## src/rtl/uart_cmd_pkg.sv

```systemverilog
`default_nettype none
// ============================================================================
// Module      : uart_cmd_pkg
// Description : Shared encodings for the UART command controller: FSM states,
//               printer string IDs, executor command IDs and ASCII constants.
// Revision    : 1.0 - initial release
// ============================================================================
package uart_cmd_pkg;

    typedef enum logic [2:0] {
        ST_BANNER    = 3'd0,
        ST_IDLE      = 3'd1,
        ST_DISPATCH  = 3'd2,
        ST_WAIT_DONE = 3'd3,
        ST_REPLY     = 3'd4
    } state_e;

    localparam int unsigned STR_BANNER   = 0;
    localparam int unsigned STR_OK       = 1;
    localparam int unsigned STR_ERR_UNK  = 2;
    localparam int unsigned STR_ERR_OVF  = 3;
    localparam int unsigned STR_ERR_ARG  = 4;
    localparam int unsigned STR_HELP     = 5;
    localparam int unsigned STR_ERR_TMO  = 6;
    localparam int unsigned STR_ERR_EXEC = 7;

    localparam logic [1:0] CMD_LED    = 2'd0;
    localparam logic [1:0] CMD_STATUS = 2'd1;
    localparam logic [1:0] CMD_RESET  = 2'd2;

    localparam logic [7:0] ASC_L  = 8'h4C;
    localparam logic [7:0] ASC_S  = 8'h53;
    localparam logic [7:0] ASC_R  = 8'h52;
    localparam logic [7:0] ASC_H  = 8'h48;
    localparam logic [7:0] ASC_CR = 8'h0D;
    localparam logic [7:0] ASC_LF = 8'h0A;

    function automatic logic [7:0] to_upper(input logic [7:0] c);
        return ((c >= 8'h61) && (c <= 8'h7A)) ? (c - 8'h20) : c;
    endfunction

    function automatic logic is_digit(input logic [7:0] c);
        return (c >= 8'h30) && (c <= 8'h39);
    endfunction

endpackage
`default_nettype wire

```

## src/rtl/uart_cmd_ctrl_if.sv

```systemverilog
`default_nettype none
// ============================================================================
// Module      : uart_cmd_ctrl_if
// Description : RX byte stream, printer and executor handshakes of the UART
//               command controller. master = controller, slave = environment.
// Revision    : 1.0 - initial release
// ============================================================================
interface uart_cmd_ctrl_if #(
    parameter int unsigned ARG_W    = 16,
    parameter int unsigned STR_ID_W = 3
);
    logic                rx_valid;
    logic [7:0]          rx_data;
    logic [STR_ID_W-1:0] printer_str_id;
    logic                printer_enable;
    logic                printer_done;
    logic                cmd_valid;
    logic [1:0]          cmd_id;
    logic [ARG_W-1:0]    cmd_arg;
    logic                cmd_ready;
    logic                cmd_done;
    logic                cmd_err;
    logic [7:0]          rx_drop_cnt;

    modport master (
        input  rx_valid, rx_data, printer_done, cmd_ready, cmd_done, cmd_err,
        output printer_str_id, printer_enable, cmd_valid, cmd_id, cmd_arg, rx_drop_cnt
    );

    modport slave (
        output rx_valid, rx_data, printer_done, cmd_ready, cmd_done, cmd_err,
        input  printer_str_id, printer_enable, cmd_valid, cmd_id, cmd_arg, rx_drop_cnt
    );
endinterface
`default_nettype wire

```

## src/rtl/cmd_line_parser.sv

```systemverilog
`default_nettype none
// ============================================================================
// Module      : cmd_line_parser
// Description : Accumulates one command line: opcode, length, decimal
//               argument and the sticky overflow / argument-error flags.
// Revision    : 1.0 - initial release
// ============================================================================
module cmd_line_parser
    import uart_cmd_pkg::*;
#(
    parameter  int unsigned CMD_MAX_LEN = 8,
    parameter  int unsigned ARG_W       = 16,
    localparam int unsigned LEN_W       = $clog2(CMD_MAX_LEN + 1)
) (
    input  logic             clk,
    input  logic             rst_n,
    input  logic             clr_i,
    input  logic             char_valid_i,
    input  logic [7:0]       char_i,
    output logic [7:0]       opcode_o,
    output logic [LEN_W-1:0] len_o,
    output logic [ARG_W-1:0] arg_o,
    output logic             ovf_o,
    output logic             arg_err_o
);
    logic [7:0]       opcode_q, opcode_d;
    logic [LEN_W-1:0] len_q, len_d;
    logic [ARG_W-1:0] arg_q, arg_d;
    logic             ovf_q, ovf_d;
    logic             arg_err_q, arg_err_d;
    logic [ARG_W+3:0] w_arg_ext, w_arg_next;

    // Four guard bits are enough to hold arg*10+9 and expose overflow.
    assign w_arg_ext  = {4'b0000, arg_q};
    assign w_arg_next = (w_arg_ext << 3) + (w_arg_ext << 1) + {{ARG_W{1'b0}}, char_i[3:0]};

    always_comb begin
        opcode_d  = opcode_q;
        len_d     = len_q;
        arg_d     = arg_q;
        ovf_d     = ovf_q;
        arg_err_d = arg_err_q;
        if (clr_i) begin
            opcode_d  = '0;
            len_d     = '0;
            arg_d     = '0;
            ovf_d     = 1'b0;
            arg_err_d = 1'b0;
        end else if (char_valid_i) begin
            if (len_q == LEN_W'(CMD_MAX_LEN)) begin
                ovf_d = 1'b1;
            end else begin
                len_d = len_q + LEN_W'(1);
                if (len_q == '0) begin
                    opcode_d = to_upper(char_i);
                end else if (!is_digit(char_i) || (w_arg_next[ARG_W+3:ARG_W] != 4'd0)) begin
                    arg_err_d = 1'b1;
                end else if (!arg_err_q) begin
                    arg_d = w_arg_next[ARG_W-1:0];
                end
            end
        end
    end

    always_ff @(posedge clk or negedge rst_n) begin
        if (!rst_n) begin
            opcode_q  <= '0;
            len_q     <= '0;
            arg_q     <= '0;
            ovf_q     <= 1'b0;
            arg_err_q <= 1'b0;
        end else begin
            opcode_q  <= opcode_d;
            len_q     <= len_d;
            arg_q     <= arg_d;
            ovf_q     <= ovf_d;
            arg_err_q <= arg_err_d;
        end
    end

    assign opcode_o  = opcode_q;
    assign len_o     = len_q;
    assign arg_o     = arg_q;
    assign ovf_o     = ovf_q;
    assign arg_err_o = arg_err_q;

endmodule
`default_nettype wire

```

## src/rtl/uart_cmd_ctrl.sv

```systemverilog
`default_nettype none
// ============================================================================
// Module      : uart_cmd_ctrl
// Description : UART command controller: banner, CR/LF line assembly, command
//               dispatch to an executor and result reporting via the printer.
//               Define CMD_TIMEOUT_EN to discard stale partial lines.
// Revision    : 1.0 - initial release
// ============================================================================
module uart_cmd_ctrl
    import uart_cmd_pkg::*;
#(
    parameter int unsigned BANNER_PERIOD = 135_000_000,
    parameter int unsigned CMD_MAX_LEN   = 8,
    parameter int unsigned ARG_W         = 16,
    parameter int unsigned STR_ID_W      = 3,
    parameter int unsigned TIMEOUT_CYC   = 27_000_000
) (
    input  logic             clk,
    input  logic             rst_n,
    uart_cmd_ctrl_if.master  bus
);
    localparam int unsigned LEN_W = $clog2(CMD_MAX_LEN + 1);
    localparam int unsigned BNR_W = (BANNER_PERIOD > 1) ? $clog2(BANNER_PERIOD) : 1;
`ifdef CMD_TIMEOUT_EN
    localparam bit TMO_EN = 1'b1;
`else
    localparam bit TMO_EN = 1'b0;
`endif

    state_e              state_q, state_d;
    logic                pr_en_q, pr_en_d;
    logic [STR_ID_W-1:0] str_id_q, str_id_d;
    logic                cmd_valid_q, cmd_valid_d;
    logic [1:0]          cmd_id_q, cmd_id_d;
    logic [ARG_W-1:0]    cmd_arg_q, cmd_arg_d;
    logic [7:0]          drop_q, drop_d;

    logic [7:0]       w_opcode;
    logic [LEN_W-1:0] w_len;
    logic [ARG_W-1:0] w_arg;
    logic             w_ovf, w_arg_err, w_is_term, w_quiet_idle, w_banner_hit, w_tmo_hit;

    assign w_is_term    = (bus.rx_data == ASC_CR) || (bus.rx_data == ASC_LF);
    assign w_quiet_idle = (state_q == ST_IDLE) && !bus.rx_valid;

    // Line state is held cleared outside IDLE, so each new line starts empty.
    cmd_line_parser #(
        .CMD_MAX_LEN (CMD_MAX_LEN),
        .ARG_W       (ARG_W)
    ) u_parser (
        .clk          (clk),
        .rst_n        (rst_n),
        .clr_i        (state_q != ST_IDLE),
        .char_valid_i ((state_q == ST_IDLE) && bus.rx_valid && !w_is_term),
        .char_i       (bus.rx_data),
        .opcode_o     (w_opcode),
        .len_o        (w_len),
        .arg_o        (w_arg),
        .ovf_o        (w_ovf),
        .arg_err_o    (w_arg_err)
    );

    if (BANNER_PERIOD != 0) begin : g_banner
        logic [BNR_W-1:0] bnr_cnt_q;
        always_ff @(posedge clk or negedge rst_n) begin
            if (!rst_n) begin
                bnr_cnt_q <= '0;
            end else if ((state_q != ST_IDLE) || bus.rx_valid || (w_len != '0) || w_banner_hit) begin
                bnr_cnt_q <= '0;
            end else begin
                bnr_cnt_q <= bnr_cnt_q + BNR_W'(1);
            end
        end
        assign w_banner_hit = w_quiet_idle && (w_len == '0) && (bnr_cnt_q == BNR_W'(BANNER_PERIOD - 1));
    end else begin : g_no_banner
        assign w_banner_hit = 1'b0;
    end

    if (TMO_EN) begin : g_tmo
        localparam int unsigned TMO_W = (TIMEOUT_CYC > 1) ? $clog2(TIMEOUT_CYC) : 1;
        logic [TMO_W-1:0] tmo_cnt_q;
        always_ff @(posedge clk or negedge rst_n) begin
            if (!rst_n) begin
                tmo_cnt_q <= '0;
            end else if ((state_q != ST_IDLE) || bus.rx_valid || (w_len == '0) || w_tmo_hit) begin
                tmo_cnt_q <= '0;
            end else begin
                tmo_cnt_q <= tmo_cnt_q + TMO_W'(1);
            end
        end
        assign w_tmo_hit = w_quiet_idle && (w_len != '0) && (tmo_cnt_q == TMO_W'(TIMEOUT_CYC - 1));
    end else begin : g_no_tmo
        assign w_tmo_hit = 1'b0;
    end

    always_comb begin
        state_d     = state_q;
        pr_en_d     = pr_en_q;
        str_id_d    = str_id_q;
        cmd_valid_d = cmd_valid_q;
        cmd_id_d    = cmd_id_q;
        cmd_arg_d   = cmd_arg_q;
        drop_d      = drop_q;
        if (bus.rx_valid && (state_q != ST_IDLE) && (drop_q != 8'hFF)) begin
            drop_d = drop_q + 8'd1;
        end
        case (state_q)
            ST_BANNER, ST_REPLY: begin
                // Request stays up until done; done only counts while requesting.
                if (pr_en_q && bus.printer_done) begin
                    pr_en_d = 1'b0;
                    state_d = ST_IDLE;
                end else begin
                    pr_en_d = 1'b1;
                end
            end
            ST_IDLE: begin
                if (bus.rx_valid && w_is_term && (w_len != '0)) begin
                    state_d = ST_REPLY;
                    pr_en_d = 1'b1;
                    if (w_ovf) begin
                        str_id_d = STR_ID_W'(STR_ERR_OVF);
                    end else if (w_arg_err) begin
                        str_id_d = STR_ID_W'(STR_ERR_ARG);
                    end else if (w_opcode == ASC_H) begin
                        str_id_d = STR_ID_W'(STR_HELP);
                    end else if ((w_opcode == ASC_L) || (w_opcode == ASC_S) || (w_opcode == ASC_R)) begin
                        state_d     = ST_DISPATCH;
                        pr_en_d     = 1'b0;
                        cmd_valid_d = 1'b1;
                        cmd_arg_d   = w_arg;
                        cmd_id_d    = (w_opcode == ASC_L) ? CMD_LED :
                                      (w_opcode == ASC_S) ? CMD_STATUS : CMD_RESET;
                    end else begin
                        str_id_d = STR_ID_W'(STR_ERR_UNK);
                    end
                end else if (w_tmo_hit) begin
                    state_d  = ST_REPLY;
                    pr_en_d  = 1'b1;
                    str_id_d = STR_ID_W'(STR_ERR_TMO);
                end else if (w_banner_hit) begin
                    state_d  = ST_BANNER;
                    pr_en_d  = 1'b1;
                    str_id_d = STR_ID_W'(STR_BANNER);
                end
            end
            ST_DISPATCH: begin
                if (bus.cmd_ready) begin
                    cmd_valid_d = 1'b0;
                    state_d     = ST_WAIT_DONE;
                end
            end
            ST_WAIT_DONE: begin
                if (bus.cmd_done) begin
                    state_d  = ST_REPLY;
                    pr_en_d  = 1'b1;
                    str_id_d = bus.cmd_err ? STR_ID_W'(STR_ERR_EXEC) : STR_ID_W'(STR_OK);
                end
            end
            default: begin
                state_d = ST_BANNER;
            end
        endcase
    end

    always_ff @(posedge clk or negedge rst_n) begin
        if (!rst_n) begin
            state_q     <= ST_BANNER;
            pr_en_q     <= 1'b0;
            str_id_q    <= '0;
            cmd_valid_q <= 1'b0;
            cmd_id_q    <= '0;
            cmd_arg_q   <= '0;
            drop_q      <= '0;
        end else begin
            state_q     <= state_d;
            pr_en_q     <= pr_en_d;
            str_id_q    <= str_id_d;
            cmd_valid_q <= cmd_valid_d;
            cmd_id_q    <= cmd_id_d;
            cmd_arg_q   <= cmd_arg_d;
            drop_q      <= drop_d;
        end
    end

    assign bus.printer_enable = pr_en_q;
    assign bus.printer_str_id = str_id_q;
    assign bus.cmd_valid      = cmd_valid_q;
    assign bus.cmd_id         = cmd_id_q;
    assign bus.cmd_arg        = cmd_arg_q;
    assign bus.rx_drop_cnt    = drop_q;

endmodule
`default_nettype wire

```

## src/flat_wrapper.sv

```systemverilog
// flat-port wrapper written by rule: the top's interface ports become plain ports
module uart_cmd_ctrl_flat import uart_cmd_pkg::*;
#(
    parameter int unsigned BANNER_PERIOD = 135_000_000,
    parameter int unsigned CMD_MAX_LEN   = 8,
    parameter int unsigned ARG_W         = 16,
    parameter int unsigned STR_ID_W      = 3,
    parameter int unsigned TIMEOUT_CYC   = 27_000_000
)
  (clk, rst_n, bus_rx_valid, bus_rx_data, bus_printer_done, bus_cmd_ready, bus_cmd_done, bus_cmd_err, bus_printer_str_id, bus_printer_enable, bus_cmd_valid, bus_cmd_id, bus_cmd_arg, bus_rx_drop_cnt);
  uart_cmd_ctrl_if #(.ARG_W(ARG_W), .STR_ID_W(STR_ID_W)) bus_i ();
  input  logic clk;
  input  logic rst_n;
  input wire logic [$bits(bus_i.rx_valid)-1:0] bus_rx_valid;
  input wire logic [$bits(bus_i.rx_data)-1:0] bus_rx_data;
  input wire logic [$bits(bus_i.printer_done)-1:0] bus_printer_done;
  input wire logic [$bits(bus_i.cmd_ready)-1:0] bus_cmd_ready;
  input wire logic [$bits(bus_i.cmd_done)-1:0] bus_cmd_done;
  input wire logic [$bits(bus_i.cmd_err)-1:0] bus_cmd_err;
  output wire logic [$bits(bus_i.printer_str_id)-1:0] bus_printer_str_id;
  output wire logic [$bits(bus_i.printer_enable)-1:0] bus_printer_enable;
  output wire logic [$bits(bus_i.cmd_valid)-1:0] bus_cmd_valid;
  output wire logic [$bits(bus_i.cmd_id)-1:0] bus_cmd_id;
  output wire logic [$bits(bus_i.cmd_arg)-1:0] bus_cmd_arg;
  output wire logic [$bits(bus_i.rx_drop_cnt)-1:0] bus_rx_drop_cnt;
  assign bus_i.rx_valid = bus_rx_valid;
  assign bus_i.rx_data = bus_rx_data;
  assign bus_i.printer_done = bus_printer_done;
  assign bus_i.cmd_ready = bus_cmd_ready;
  assign bus_i.cmd_done = bus_cmd_done;
  assign bus_i.cmd_err = bus_cmd_err;
  assign bus_printer_str_id = bus_i.printer_str_id;
  assign bus_printer_enable = bus_i.printer_enable;
  assign bus_cmd_valid = bus_i.cmd_valid;
  assign bus_cmd_id = bus_i.cmd_id;
  assign bus_cmd_arg = bus_i.cmd_arg;
  assign bus_rx_drop_cnt = bus_i.rx_drop_cnt;
  uart_cmd_ctrl #(.BANNER_PERIOD(BANNER_PERIOD), .CMD_MAX_LEN(CMD_MAX_LEN), .ARG_W(ARG_W), .STR_ID_W(STR_ID_W), .TIMEOUT_CYC(TIMEOUT_CYC)) u_core (.clk(clk), .rst_n(rst_n), .bus(bus_i));
endmodule
```

## config.mk

```make
export PLATFORM = sky130hd
export DESIGN_NAME = uart_cmd_ctrl_flat
export DESIGN_NICKNAME = d
export VERILOG_FILES = /design/src/rtl/uart_cmd_pkg.sv /design/src/rtl/uart_cmd_ctrl_if.sv /design/src/rtl/cmd_line_parser.sv /design/src/rtl/uart_cmd_ctrl.sv /design/src/flat_wrapper.sv
export SDC_FILE = /design/constraint.sdc
export NUM_CORES = 1
export LEC_CHECK = 0
export CAP_MARGIN = 20
export CORE_MARGIN = 3
export CORE_UTILIZATION = 59
export CTS_CLUSTER_SIZE = 12
export DETAILED_ROUTE_END_ITERATION = 6
export HOLD_SLACK_MARGIN = 0.02
export PLACE_DENSITY = 0.87
export SYNTH_ARGS = -nofsm -noshare
export SYNTH_HDL_FRONTEND = slang
export SYNTH_SLANG_ARGS = --single-unit
```

## constraint.sdc

```tcl
create_clock -name clk -period 4.05 [get_ports clk]
set_input_delay 0.81 -clock clk [delete_from_list [all_inputs] [get_ports clk]]
set_output_delay 0.81 -clock clk [all_outputs]
set_load 0.05 [all_outputs]
```

Yosys cells after proc, flatten, opt, wreduce, memory -nomap -nowiden --
Cells that the tools add are included.
Storage, ports and cells: register bits after elaboration 92, output and inout bits 31, word-level logic and storage cells 157
Cells by class: add/subtract/negate cells 6, magnitude comparators 4, eq/ne operators 28, multiplexer cells 59, bitwise operators 3, reduce and logical (&&, ||, !) cells 44
Operators with widths (count):
- 2-to-1 mux 16 bit | 6
- 2-to-1 mux 3 bit | 16
- 2-to-1 mux 8 bit | 5
- == test 8 x 7 -> 1 bit (second input constant) | 4
- adder 28 x 1 -> 28 bit (second input constant) | 1
- == test 28 bit (second input constant) | 1
- 2-to-1 mux 28 bit | 1
- 2-to-1 mux 1 bit | 22
- != test 2 bit (second input constant) | 11
- adder 19 x 17 -> 20 bit | 1
- adder 20 x 4 -> 20 bit | 1
- == test 8 x 4 -> 1 bit (second input constant) | 2
- logical AND 1 bit | 12
- 2-to-1 mux 4 bit | 3
- case mux 3 bit (4 select lines) | 1
- AND reduction 4 bit | 3
- nonzero test 2 bit | 6
- adder 8 x 1 -> 8 bit (second input constant) | 1
- greater-or-equal comparator 8 x 6 -> 1 bit (second input constant) | 1
- greater-or-equal comparator 8 x 7 -> 1 bit (second input constant) | 1
- <= comparator 8 x 6 -> 1 bit (second input constant) | 1
- <= comparator 8 x 7 -> 1 bit (second input constant) | 1
- != test 8 bit (second input constant) | 1
- nonzero test 4 bit | 2
- 26 further kinds | 40

Logic depth before layout (Yosys ltp) --
Gate-level depths: netlist (run 1).
depth in word-level cells 9, mapped depth 13, depth with buffers taken out 11

Modules after synthesis --
From an unflattened synthesis (run 1), not the netlist that was laid out.
Second synthesis, totals: cells, all modules 593, area total of the unflattened synthesis 5688.0 um2
By module, submodules not included:
- uart_cmd_ctrl | times used 1, cells each 297, area an instance 3080.5 um2
- cmd_line_parser | times used 1, cells each 296, area an instance 2607.5 um2

Worst setup path before layout (run 1) --
OpenSTA, ideal clock, no wires.
kind input to register, start input bus_rx_data[3], end register u_core.u_parser.arg_q[10] (netlist: u_core.u_parser.arg_o[10]), data arrival time 3557 ps, required time 3972 ps, path slack 415 ps, cell stages on the path 10, path buffers 0, path through inv_1 -> fa_1 -> fa_1 -> nor2b_1 -> o311a_1 -> nor2_1 -> o211ai_1 -> mux2_2 -> or4_1 -> a21oi_1
Between the ends: word-level cells in the longest chain between the ends 7
Ends and longest elaborated chain:
- from (decl) | line flat_wrapper.sv:15 | input wire logic [$bits(bus_i.rx_data)-1:0] bus_rx_data;
- adder 20 x 4 -> 20 bit | line cmd_line_parser.sv:35 | assign w_arg_next = (w_arg_ext << 3) + (w_arg_ext << 1) + {{ARG_W{1'b0}}, char_i[3:0]};
- 2-to-1 mux 16 bit | line cmd_line_parser.sv:58 | end else if (!arg_err_q) begin
- 2-to-1 mux 16 bit | line cmd_line_parser.sv:56 | end else if (!is_digit(char_i) || (w_arg_next[ARG_W+3:ARG_W] != 4'd0)) begin
- 2-to-1 mux 16 bit | line cmd_line_parser.sv:54 | if (len_q == '0) begin
- 2-to-1 mux 16 bit | line cmd_line_parser.sv:50 | if (len_q == LEN_W'(CMD_MAX_LEN)) begin
- 2-to-1 mux 16 bit | line cmd_line_parser.sv:49 | end else if (char_valid_i) begin
- 2-to-1 mux 16 bit | line cmd_line_parser.sv:43 | if (clr_i) begin
- to (signal assigned) | line cmd_line_parser.sv:75 | arg_q <= arg_d;
- to (decl) | line cmd_line_parser.sv:28 | logic [ARG_W-1:0] arg_q, arg_d;
Parallel ways exist; a longest one is shown, timed or not. The select of a mux whose other input is x is not followed. A chain may end at the register's enable or synchronous reset.

Worst setup path after layout (run 1) --
start input bus_rx_data[3], end register u_core.u_parser.arg_q[3] (netlist: u_core.u_parser.arg_o[3])
Same word-level chain as after synthesis.

==> results of run 1 <==
cell families after synthesis:
logic type | Yosys count | share of synthesized area (%)
compound gates | 120 | 14.2
xor+xnor | 44 | 6.93
fa+ha+maj | 39 | 9.05
buf+inv | 44 | 3.29
flops | 92 | 41.4
mux | 12 | 2.30
simple gates | 266 | 22.8
worst paths after layout:
check | startpoint | endpoint | slack (ns) | cells after the start
setup / recovery | bus_rx_data[3] | u_core.u_parser.arg_o[3] | 0.15 | 11
hold / removal | u_core.bus.cmd_arg[3] | u_core.bus.cmd_arg[3] | 0.48 | 2
setup reg to reg | u_core.u_parser.arg_o[15] | u_core.u_parser.arg_o[10] | 0.62 | 10
hold reg to reg | u_core.bus.cmd_arg[3] | u_core.bus.cmd_arg[3] | 0.48 | 2
max in group asynchronous | rst_n | u_core.bus.cmd_id[1] | 2.64 | 2
min in group asynchronous | rst_n | u_core.bus.cmd_arg[15] | 0.56 | 1
flip-flops by register name (all words and copies together) (netlist names):
| signal | flops |
|---|---|
| u_core.bus.printer_str_id | 3 |
| u_core.g_banner.bnr_cnt_q | 28 |
| u_core.u_parser.len_o | 4 |
| u_core.bus.cmd_id | 2 |
| u_core.u_parser.opcode_o | 8 |
| u_core.u_parser.arg_err_o | 1 |
| u_core.bus.printer_enable | 1 |
| u_core.bus.cmd_arg | 16 |
| u_core.u_parser.ovf_o | 1 |
| u_core.state_q | 3 |
| u_core.bus.rx_drop_cnt | 8 |
| u_core.u_parser.arg_o | 16 |
| u_core.bus.cmd_valid | 1 |
power breakdown:
group / internal [mW] / total (mW) / leakage [nW] / switching, mW
combinational: 0.237 / 0.678 / 1.71 / 0.440
clock: 0.238 / 0.614 / 0.0957 / 0.376
sequential: 1.02 / 1.12 / 1.26 / 0.103
total: 1.49 / 2.41 / 3.07 / 0.920
metrics by stage:
stage                     util [%]  total power, mW  hold WS [ns]  setup WS [ns]  cells
after detailed placement      69.6             1.80         0.455         -0.172    771
final                         71.8             2.41         0.475          0.154    787
after global placement        69.6             1.77         0.448         -0.105    771
after global routing          71.8             2.55         0.509        0.00546    787
after floorplan                  -             1.57         0.455          0.415    617
after CTS                     71.8             2.42         0.479          0.176    787
synthesized netlist by cell type, types with 3 or more instances:
library cell  instances
o31ai_1              19
clkbuf_1             19
nor4b_1               3
a211oi_1              5
and4_1                4
dfrtp_1              92
nor3_1               10
or3_1                 5
nand3_1              27
xor2_1               25
mux2i_1               6
nand4_1              19
a21o_1                6
xnor2_1              19
nand2b_1              3
o21ai_0              15
nor4_1                4
ha_1                 37
or2_2                 3
inv_1                21
mux2_2                6
a21oi_1              43
nor2b_1               8
a31oi_1               5
nand2_1              86
and2_1                3
nor2_1               69
and3_1               14
layer usage:
metal  part of all wire [%]  vias to the layer above  GRT usage [%]
met5                      0                        -              0
met4                    2.4                        0           9.76
met3                    6.5                       30           4.40
met2                     48                      178           45.0
met1                     43                     2342           37.7
li1                       -                     2308              -
critical path, delay by kind of cell:
kind	cells	cell delay [ns]
simple gates	3	0.81
fa+ha+maj	2	0.99
buf+inv	2	0.56
mux	1	0.41
compound gates	3	0.60
cell type report:
type	count	area (sq um)	area share, %
Multi-Input combinational cell	481	3070	47.9
Sequential cell	92	2300	35.9
Timing Repair Buffer	69	628	9.79
Tap cell	108	135	2.11
Clock buffer	9	124	1.93
Inverter	21	78.8	1.23
Clock inverter	7	71.3	1.11
==> metrics.md, run 1 <==
| Metric | Value |
|---|---|
| Status | `finished clean` |
| Final period util | `96.2%` |
| Setup violations, final | `0` |
| Flops & latches, synth | `92` |
| Most frequent CP cell | `fa_1` |
| Placement Cell Area | `6220 sq um` |
| Slowest cell on crit path | `fa_1` |
| Routed wire length | `13.7 mm` |
| Layout cell share with drive strength beyond 1 | `7.81%` |
| Critical path type | `in2reg` |
| Critical path launch point type | `input pin` |
| Cts hold-fix bufs | `0` |
| Clk_lat worst skew | `0.37 ns` |
| Worst vdd ir | `438 uV` |
| Post-synth ARST share | `100%` |
| Slowest Stage Delay on Critical Path | `0.53 ns` |
| Number of global-route vias before repair | `4831` |
| Max Cap Viol | `0` |
| Core area | `8930 sq um` |
| Slew HR | `25.9%` |
| Post-Syn Nets | `671` |
| Initial antenna violation count | `0` |
| GP Congestion | `0.975` |
| Critical Path, Cell by Cell | `clkdlybuf4s50_1, inv_1, fa_1, fa_1, nor2b_1, o311a_1, nor2_1, o211ai_1, mux2_2, or4_1, a21oi_1` |
| EDFF count, synth | `0` |
| Clock tree from TritonCTS | `done` |
| Drt wl/cell | `17.4 um` |
| RSZ-0062 raised after global routing | `no` |
| Gr ovfl total | `0` |
| Initial Utilization | `62.2%` |
| Critical path fanouts, max | `5` |
| Final Net Count | `728` |
| CTS max path bufs | `2` |
| Clk root buf | `clkbuf_8` |
| Setup TNS | `0 ns` |
| Post-cts sizing count | `0` |
| # diodes | `0` |
| Port Buffers | `45` |
| Mapped Cells | `617` |
| Post-DP HPWL | `10.1 mm` |
| Reg clk slew, reported paths | `0.11 ns` |
| DRC viols | `0` |
| Clk sinks | `92` |
| Die area | `10600 sq um` |
| Area Growth Syn to Fin | `15.4%` |
| Most frequent cells in the layout | `dfrtp_1 (92), nand2_1 (86), nor2_1 (69)` |
| Via count | `4858` |
| Post-route cell area | `6410 sq um` |
| Yosys top cell area share | `41.4%` |
| Yosys warnings | `0` |
| Mean post-synth cell area | `9.01 sq um` |
| Synth top area cells | `dfrtp_1 (41%), ha_1 (8.3%), nand2_1 (5.8%), nor2_1 (4.7%), xor2_1 (3.9%)` |
| CTS buffer count | `9` |
| Pin count of the biggest net entering global routing | `73` |
| CP endpoint kind | `register` |
| Cell taking the most area after synthesis | `dfrtp_1` |
| Total GRT Usage | `27.7%` |
| Min-delay worst type | `reg2reg` |
| Pre-antenna DRT Iters | `5` |
| Routed vias/inst | `6.17` |
| Final ANT Viol Nets | `0` |
| Post-CTS setup buffer count | `0` |
| Die height | `103 um` |
| Max Clk Rate | `257 MHz` |
| Synth Flop Type | `dfrtp_1` |
| Worst Tran Pin Value | `1.11 ns` |
| Pwr per Cell Area | `376 nW/um^2` |
| Placement Rows | `34` |
| Fillers | `666` |
| Initial drt markers | `317` |
| First-pass GRT wire length | `23.1 mm` |
| Final min period | `3.90 ns` |
| Arr. time, crit path | `4.19 ns` |
| Mapped Area | `5560 sq um` |
| Final Hold Vio Count | `0` |
| Worst endpoint required time | `4.34 ns` |
| Htree depth | `3` |
| Die width | `103 um` |
| Leak Pwr | `3.07 nW` |
| Clk_skew | `0.0116 ns` |
| Post-synthesis cell type count | `59` |
| Sequential-to-total area share from yosys stat | `41.4%` |
| Most common cell after layout, fill and taps aside | `dfrtp_1` |
| I/O pin total | `46` |
| Max-slew violations | `0` |
(Power assumes the default switching activity.)
==> inputs of run 2 (changes only) <==
--- a/config.mk
+++ b/config.mk
@@ -5,6 +5,7 @@
 export SDC_FILE = /design/constraint.sdc
 export NUM_CORES = 1
 export LEC_CHECK = 0
+export ABC_CLOCK_PERIOD_IN_PS = 4050
 export CAP_MARGIN = 20
 export CORE_MARGIN = 3
 export CORE_UTILIZATION = 59
==> results of run 2 <==
No change in the layout: final DEF, timing and power equal those of run 1.
